[src/rtl/grid_line_clear.sv]
// grid_line_clear: scans the Tetris grid bottom-up, drops full rows, slides surviving rows down
// and zero-fills the vacated top rows. Drives port A of a synchronous-read grid RAM (1-cycle read latency).
module grid_line_clear #(
  parameter int COLS   = 10,
  parameter int ROWS   = 20,
  parameter int ADDR_W = 8,
  parameter int DATA_W = 8
) (
  input  logic              i_clk,
  input  logic              i_rst_n,
  input  logic              i_start,
  input  logic [DATA_W-1:0] i_grid_rdata,
  output logic [ADDR_W-1:0] o_grid_addr,
  output logic [DATA_W-1:0] o_grid_wdata,
  output logic              o_grid_we,
  output logic              o_busy,
  output logic              o_done,
  output logic [4:0]        o_lines_cleared
);

  typedef enum logic [2:0] {S_IDLE, S_CHECK, S_COPY, S_CLEAR, S_DONE} state_t;

  state_t            r_state;
  logic [4:0]        r_src;
  logic [4:0]        r_dst;
  logic [4:0]        r_cnt;
  logic [5:0]        r_step;
  logic              r_full;
  logic [DATA_W-1:0] r_hold;

  logic              w_row_full;
  logic              w_chk_end;
  logic              w_copy_end;
  logic              w_need_copy;
  logic              w_advance;
  logic              w_dst_dec;
  logic [4:0]        w_cnt_nx;
  logic [5:0]        w_step_nx;
  logic [5:0]        w_col_wr;
  logic [5:0]        w_col_rd;

  function automatic logic [ADDR_W-1:0] cell_addr(input logic [4:0] row, input logic [5:0] col);
    return ADDR_W'(int'(row) * COLS + int'(col));
  endfunction

  // Row-completion decisions and COPY column decode for the upcoming step.
  always_comb begin
    w_row_full  = r_full && (i_grid_rdata != {DATA_W{1'b0}});
    w_chk_end   = (r_state == S_CHECK) && (r_step == 6'(COLS));
    w_copy_end  = (r_state == S_COPY) && (r_step == 6'(2*COLS-1));
    w_need_copy = w_chk_end && !w_row_full && (r_src != r_dst);
    w_advance   = (w_chk_end && !w_need_copy) || w_copy_end;
    w_dst_dec   = !(w_chk_end && w_row_full) && (r_dst != 5'd0);
    if (w_chk_end && w_row_full && (r_cnt != 5'(ROWS))) begin
      w_cnt_nx = r_cnt + 5'd1;
    end else begin
      w_cnt_nx = r_cnt;
    end
    w_step_nx = r_step + 6'd1;
    w_col_wr  = (w_step_nx - 6'd2) >> 1;
    w_col_rd  = (w_step_nx + 6'd1) >> 1;
  end

  // Control FSM; every output is a register.
  always_ff @(posedge i_clk or negedge i_rst_n) begin
    if (!i_rst_n) begin
      r_state         <= S_IDLE;
      r_src           <= 5'd0;
      r_dst           <= 5'd0;
      r_cnt           <= 5'd0;
      r_step          <= 6'd0;
      r_full          <= 1'b0;
      r_hold          <= {DATA_W{1'b0}};
      o_grid_addr     <= {ADDR_W{1'b0}};
      o_grid_wdata    <= {DATA_W{1'b0}};
      o_grid_we       <= 1'b0;
      o_busy          <= 1'b0;
      o_done          <= 1'b0;
      o_lines_cleared <= 5'd0;
    end else begin
      r_hold <= i_grid_rdata;
      case (r_state)
        S_IDLE: begin
          o_grid_we <= 1'b0;
          if (i_start) begin
            r_state         <= S_CHECK;
            o_busy          <= 1'b1;
            r_src           <= 5'(ROWS-1);
            r_dst           <= 5'(ROWS-1);
            r_cnt           <= 5'd0;
            o_lines_cleared <= 5'd0;
            r_step          <= 6'd0;
            r_full          <= 1'b1;
            o_grid_addr     <= cell_addr(5'(ROWS-1), 6'd0);
          end
        end
        S_CHECK: begin
          o_grid_we <= 1'b0;
          r_step    <= w_step_nx;
          r_cnt     <= w_cnt_nx;
          if (r_step != 6'd0) r_full <= w_row_full;
          if (r_step < 6'(COLS-1)) o_grid_addr <= o_grid_addr + {{(ADDR_W-1){1'b0}}, 1'b1};
          if (w_need_copy) begin
            r_state     <= S_COPY;
            r_step      <= 6'd0;
            o_grid_addr <= cell_addr(r_src, 6'd0);
          end
        end
        // Reads run one cell ahead of writes; r_hold parks the word that lands on a write cycle.
        S_COPY: begin
          r_step <= w_step_nx;
          if (w_step_nx == 6'(2*COLS-1)) begin
            o_grid_addr  <= cell_addr(r_dst, 6'(COLS-1));
            o_grid_we    <= 1'b1;
            o_grid_wdata <= i_grid_rdata;
          end else if (!w_step_nx[0]) begin
            o_grid_addr  <= cell_addr(r_dst, w_col_wr);
            o_grid_we    <= 1'b1;
            o_grid_wdata <= (w_step_nx == 6'd2) ? i_grid_rdata : r_hold;
          end else begin
            o_grid_addr <= cell_addr(r_src, w_col_rd);
            o_grid_we   <= 1'b0;
          end
        end
        S_CLEAR: begin
          if (o_grid_addr == {ADDR_W{1'b0}}) begin
            r_state         <= S_DONE;
            o_grid_we       <= 1'b0;
            o_done          <= 1'b1;
            o_lines_cleared <= r_cnt;
          end else begin
            o_grid_addr  <= o_grid_addr - {{(ADDR_W-1){1'b0}}, 1'b1};
            o_grid_we    <= 1'b1;
            o_grid_wdata <= {DATA_W{1'b0}};
          end
        end
        S_DONE: begin
          r_state   <= S_IDLE;
          o_done    <= 1'b0;
          o_busy    <= 1'b0;
          o_grid_we <= 1'b0;
        end
        default: begin
          r_state   <= S_IDLE;
          o_done    <= 1'b0;
          o_busy    <= 1'b0;
          o_grid_we <= 1'b0;
        end
      endcase
      // A row is finished: step up a row, or leave the scan once row 0 has been handled.
      if (w_advance) begin
        if (r_src == 5'd0) begin
          if (w_cnt_nx != 5'd0) begin
            r_state      <= S_CLEAR;
            o_grid_addr  <= ADDR_W'(int'(w_cnt_nx) * COLS - 1);
            o_grid_we    <= 1'b1;
            o_grid_wdata <= {DATA_W{1'b0}};
          end else begin
            r_state         <= S_DONE;
            o_grid_we       <= 1'b0;
            o_done          <= 1'b1;
            o_lines_cleared <= w_cnt_nx;
          end
        end else begin
          r_state     <= S_CHECK;
          r_src       <= r_src - 5'd1;
          r_step      <= 6'd0;
          r_full      <= 1'b1;
          o_grid_we   <= 1'b0;
          o_grid_addr <= cell_addr(r_src - 5'd1, 6'd0);
        end
        if (w_dst_dec) r_dst <= r_dst - 5'd1;
      end
    end
  end

endmodule

[config.mk]
export PLATFORM = sky130hd
export DESIGN_NAME = grid_line_clear
export DESIGN_NICKNAME = d
export VERILOG_FILES = /design/src/rtl/grid_line_clear.sv
export SDC_FILE = /design/constraint.sdc
export NUM_CORES = 1
export LEC_CHECK = 0
export CAP_MARGIN = 20
export CORE_MARGIN = 8
export CORE_UTILIZATION = 60
export DETAILED_ROUTE_END_ITERATION = 6
export HOLD_SLACK_MARGIN = 0.08
export PLACE_DENSITY_LB_ADDON = 0.12
export RECOVER_POWER = 100
export SLEW_MARGIN = 20
export SYNTH_ARGS = -nofsm -noshare
export SYNTH_HDL_FRONTEND = slang
export SYNTH_SLANG_ARGS = --single-unit
[constraint.sdc]
create_clock -name i_clk -period 5.6 [get_ports i_clk]
set_input_delay 0.84 -clock i_clk [delete_from_list [all_inputs] [get_ports i_clk]]
set_output_delay 0.84 -clock i_clk [all_outputs]
set_load 0.01 [all_outputs]
==> summary.md <==
| Metric | Value |
|---|---|
| Post-CTS Setup Repair Bufs | 0 |
| I/O pins | 35 |
| Chip width | roughly 110 um |
| Post-Syn Instances | 580 |
| Worst slew margin | -108.3% |
| Finished Layout Cells | between 700 and 800 |
| Post-synthesis sequential area ratio | between 20 and 30% |
| Core ar. | between 8000 and 9000 um2 |
| Synth area leaders | dfrtp_1 28%, ha_1 12%, xnor2_1 5.1%, xor2_1 4.1%, nor2_1 3.6% |
| Post-placement cell count | 698 |
| Diode count | 0 |
| Most used flip-flop cell after synthesis | dfrtp_1 |
| Row Count | 33 |
| Wire per inst | 19.95 um |
| Die area | around 12000 um2 |
| Failing checks | capacitance limit, slew limit |
| FFs w/ async S/R, synth | 100.0% |
| Cell with the most instances after synthesis | dfrtp_1 |
| Worst EP arrival | between 5 and 6 ns |
| Initial antenna violation count | 0 |
| Power per cell area | around 440 nW/um2 |
| Final Hold Vio Count | 0 |
| Height of the chip | ~110 um |
| # hold bufs at CTS | 0 |
| Final Setup Violations | 0 |
| Cts bufs inserted | 9 |
| Critical-path cell list | dlygate4sd3_1, nor4_1, a21boi_1, nand3_1, clkbuf_1, nor2_1, xor2_1, ha_1, ha_1, inv_1, fa_1, nand3_1, o311ai_0, xor2_1, a311o_1, a221oi_2 |
| Largest net degree at the start of global routing | between 50 and 60 |
| RePlAce Congestion | a little under 1 |
| Post-synth EDFFs | 0 |
| Starting Density | 62.21% |
| Crit Path Max Fanout | 7 |
| Post-route minimum period | 5.069 ns |
| Status | finished with violations |
| Number of synthesized register bits | between 50 and 60 |
| CTS tree | done |
| Buffers on Ports | 34 |
| Post-DP HPWL | 10.73 mm |
| Post-synth top cells | 57 x dfrtp_1, 50 x ha_1, 49 x nor2_1 |
| Vias in the first global route | approximately 4.4k |
| Total gr overflow | 0 |
| Synth top area share | ~28% |
| Slowest CP cell | dlygate4sd3_1 |
| Max-Cap Viols | 3 |
| Sink Count | 57 |
| Drt initial violations | 552 |
| Clock latency on the worst-skew pair | about 0.35 ns |
| Setup ws final | around 0.53 ns |
| Root buf cell | clkbuf_8 |
| Mapped Avg Cell Area | 8.858 um2 |
| Period utilisation layout | between 90% and 100% |
| Min-Delay Path Class | flip-flop to flip-flop |
| CP Launch Type | input port |
| Synthesized area | 5137 um2 |
| First-pass DRT Iterations | 5 |
| GRT Total Usage | between 20% and 30% |
| Critical path required time | around 5.9 ns |
| Via count | ~4.6k |
| Worst-Margin Slew | 3.125 ns |
| Clock Skews | ~0.012 ns |
| Setup TNS | 0 ns |
| Design area | 5725 um2 |
| Worst setup EP type | flip-flop |
| Post-DRT Antenna Nets | 0 |
| Final Slew Violations | roughly 80 |
| Kind of critical path | input port to flip-flop |
| First-pass GRT wire length | roughly 23 mm |
| Cell type with the largest total area after synthesis | dfrtp_1 |
| H-tree Lvls | 3 |
| Worst-path clk slew | approximately 0.070 ns |
| Final Core Density | 69.33% |
| Synth cell types | a little under 70 |
| Area grow syn2layout | 11.45% |
| CTS Buffer Depth | 2 |
| Routed wire length | 14.25 mm |
| Pre-CTS setup slack | 0.4215 ns |
| LEAKAGE | approximately 2.6 nW |
| Placed Area | between 5000 and 6000 um2 |
| Max IR drop VDD | about 0.00026 V |
| Post-CTS sizing | 0 |
| Drt via density | around 6.5 |
| Post-synth net total | about 650 |
| Share of cells above drive strength 1 | around 6.7% |
| Slowest stage delay, CP | 0.58 ns |
| DR DRC count | 0 |
| Unrepaired setup endpoints after global routing | no |
| Synth warnings | 0 |
| F_max | 197.3 MHz |
| Nets@finish | 671 |
placed cells by master, fill, tap and decap left out, types with 4 or more instances in the layout:
cell,count
dfrtp_1,57
nor2_1,50
ha_1,50
nand2_1,37
o21ai_0,36
dlygate4sd3_1,32
a21oi_1,31
xnor2_1,30
inv_1,29
nand3_1,29
xor2_1,24
mux2i_1,18
a211oi_1,16
a22oi_1,13
a21o_1,10
mux2_2,9
clkbuf_8,9
nor3b_1,8
nand4_1,7
nor3_1,7
nor2b_1,7
or3_1,6
a31oi_1,6
o211ai_1,6
fa_1,6
buf_4,5
and3_1,4
nand2b_1,4
a2111oi_0,4
o31ai_1,4
per-layer routing:
layer  part of all wire, %  vias up  global-route usage, %  routed length [um]
li1                      -     2158                      -                   -
met1                    44     2229                  32.49                6248
met2                    46      193                  38.97                6586
met3                   7.8       33                  4.938                1113
met4                   2.1        0                  7.331                 298
met5                     0        -                      0                   0
area by class of cell:
| type | instances | area [um2] |
|---|---|---|
| well taps | 105 | 131.4 |
| clock buffers | 9 | 123.9 |
| inverters | 30 | 112.6 |
| multi-input cells | 465 | 3457 |
| clock inverters | 7 | 93.84 |
| repair buffers | 41 | 380.4 |
| flip-flops and latches | 57 | 1426 |
| fillers | 699 | 2532 |
sequential cells by signal (all words and copies together) (netlist names):
name	count
o_grid_wdata	8
o_done	1
r_hold	8
o_grid_we	1
r_cnt	5
o_lines_cleared	5
r_state	3
r_full	1
r_src	5
r_dst	5
o_busy	1
o_grid_addr	8
r_step	6
final timing paths:
path	startpoint	to	slack (ns)	cells past startpoint
setup / recovery	i_grid_rdata[1]	o_grid_addr[7]	0.53	16
hold / removal	o_done	o_done	0.48	1
setup reg to reg	r_state[2]	o_grid_addr[7]	0.64	15
hold reg to reg	o_done	o_done	0.48	1
max in group asynchronous	i_rst_n	r_cnt[2]	2.21	2
min in group asynchronous	i_rst_n	r_step[5]	1.62	2
stage by stage:
step,hold WS [ns],power (mW)
floorplan,0.5048,1.658
global placement,0.4687,2.061
detailed placement,0.4722,2.102
CTS,0.4922,2.539
global route,0.4959,2.694
finish,0.4789,2.530
power breakdown:
| group | switching, mW | internal [mW] |
|---|---|---|
| clock | 0.181 | 0.250 |
| combinational | 0.832 | 0.648 |
| sequential | 0.128 | 0.490 |
| total | 1.14 | 1.39 |
cell families (layout without fill, tap and decap cells):
logic type | after synthesis | count (layout) | synth area share, %
simple gates | 179 | 179 | 18.27
buf+inv | 58 | 87 | 4.481
compound gates | 146 | 146 | 19.09
xor+xnor | 57 | 57 | 10.40
fa+ha+maj | 56 | 56 | 14.52
flops | 57 | 57 | 27.76
mux | 27 | 27 | 5.480
critical path: cells and delay by family:
| kind | cells | cell delay (ns) |
|---|---|---|
| buffers and inverters | 3 | 0.93 |
| adder cells (fa/ha/maj) | 3 | 1.08 |
| AO/OA/AOI/OAI | 4 | 1.31 |
| AND/OR/NAND/NOR | 4 | 0.85 |
| XOR/XNOR | 2 | 0.31 |
No activity file was read; power rests on OpenSTA's default activity.
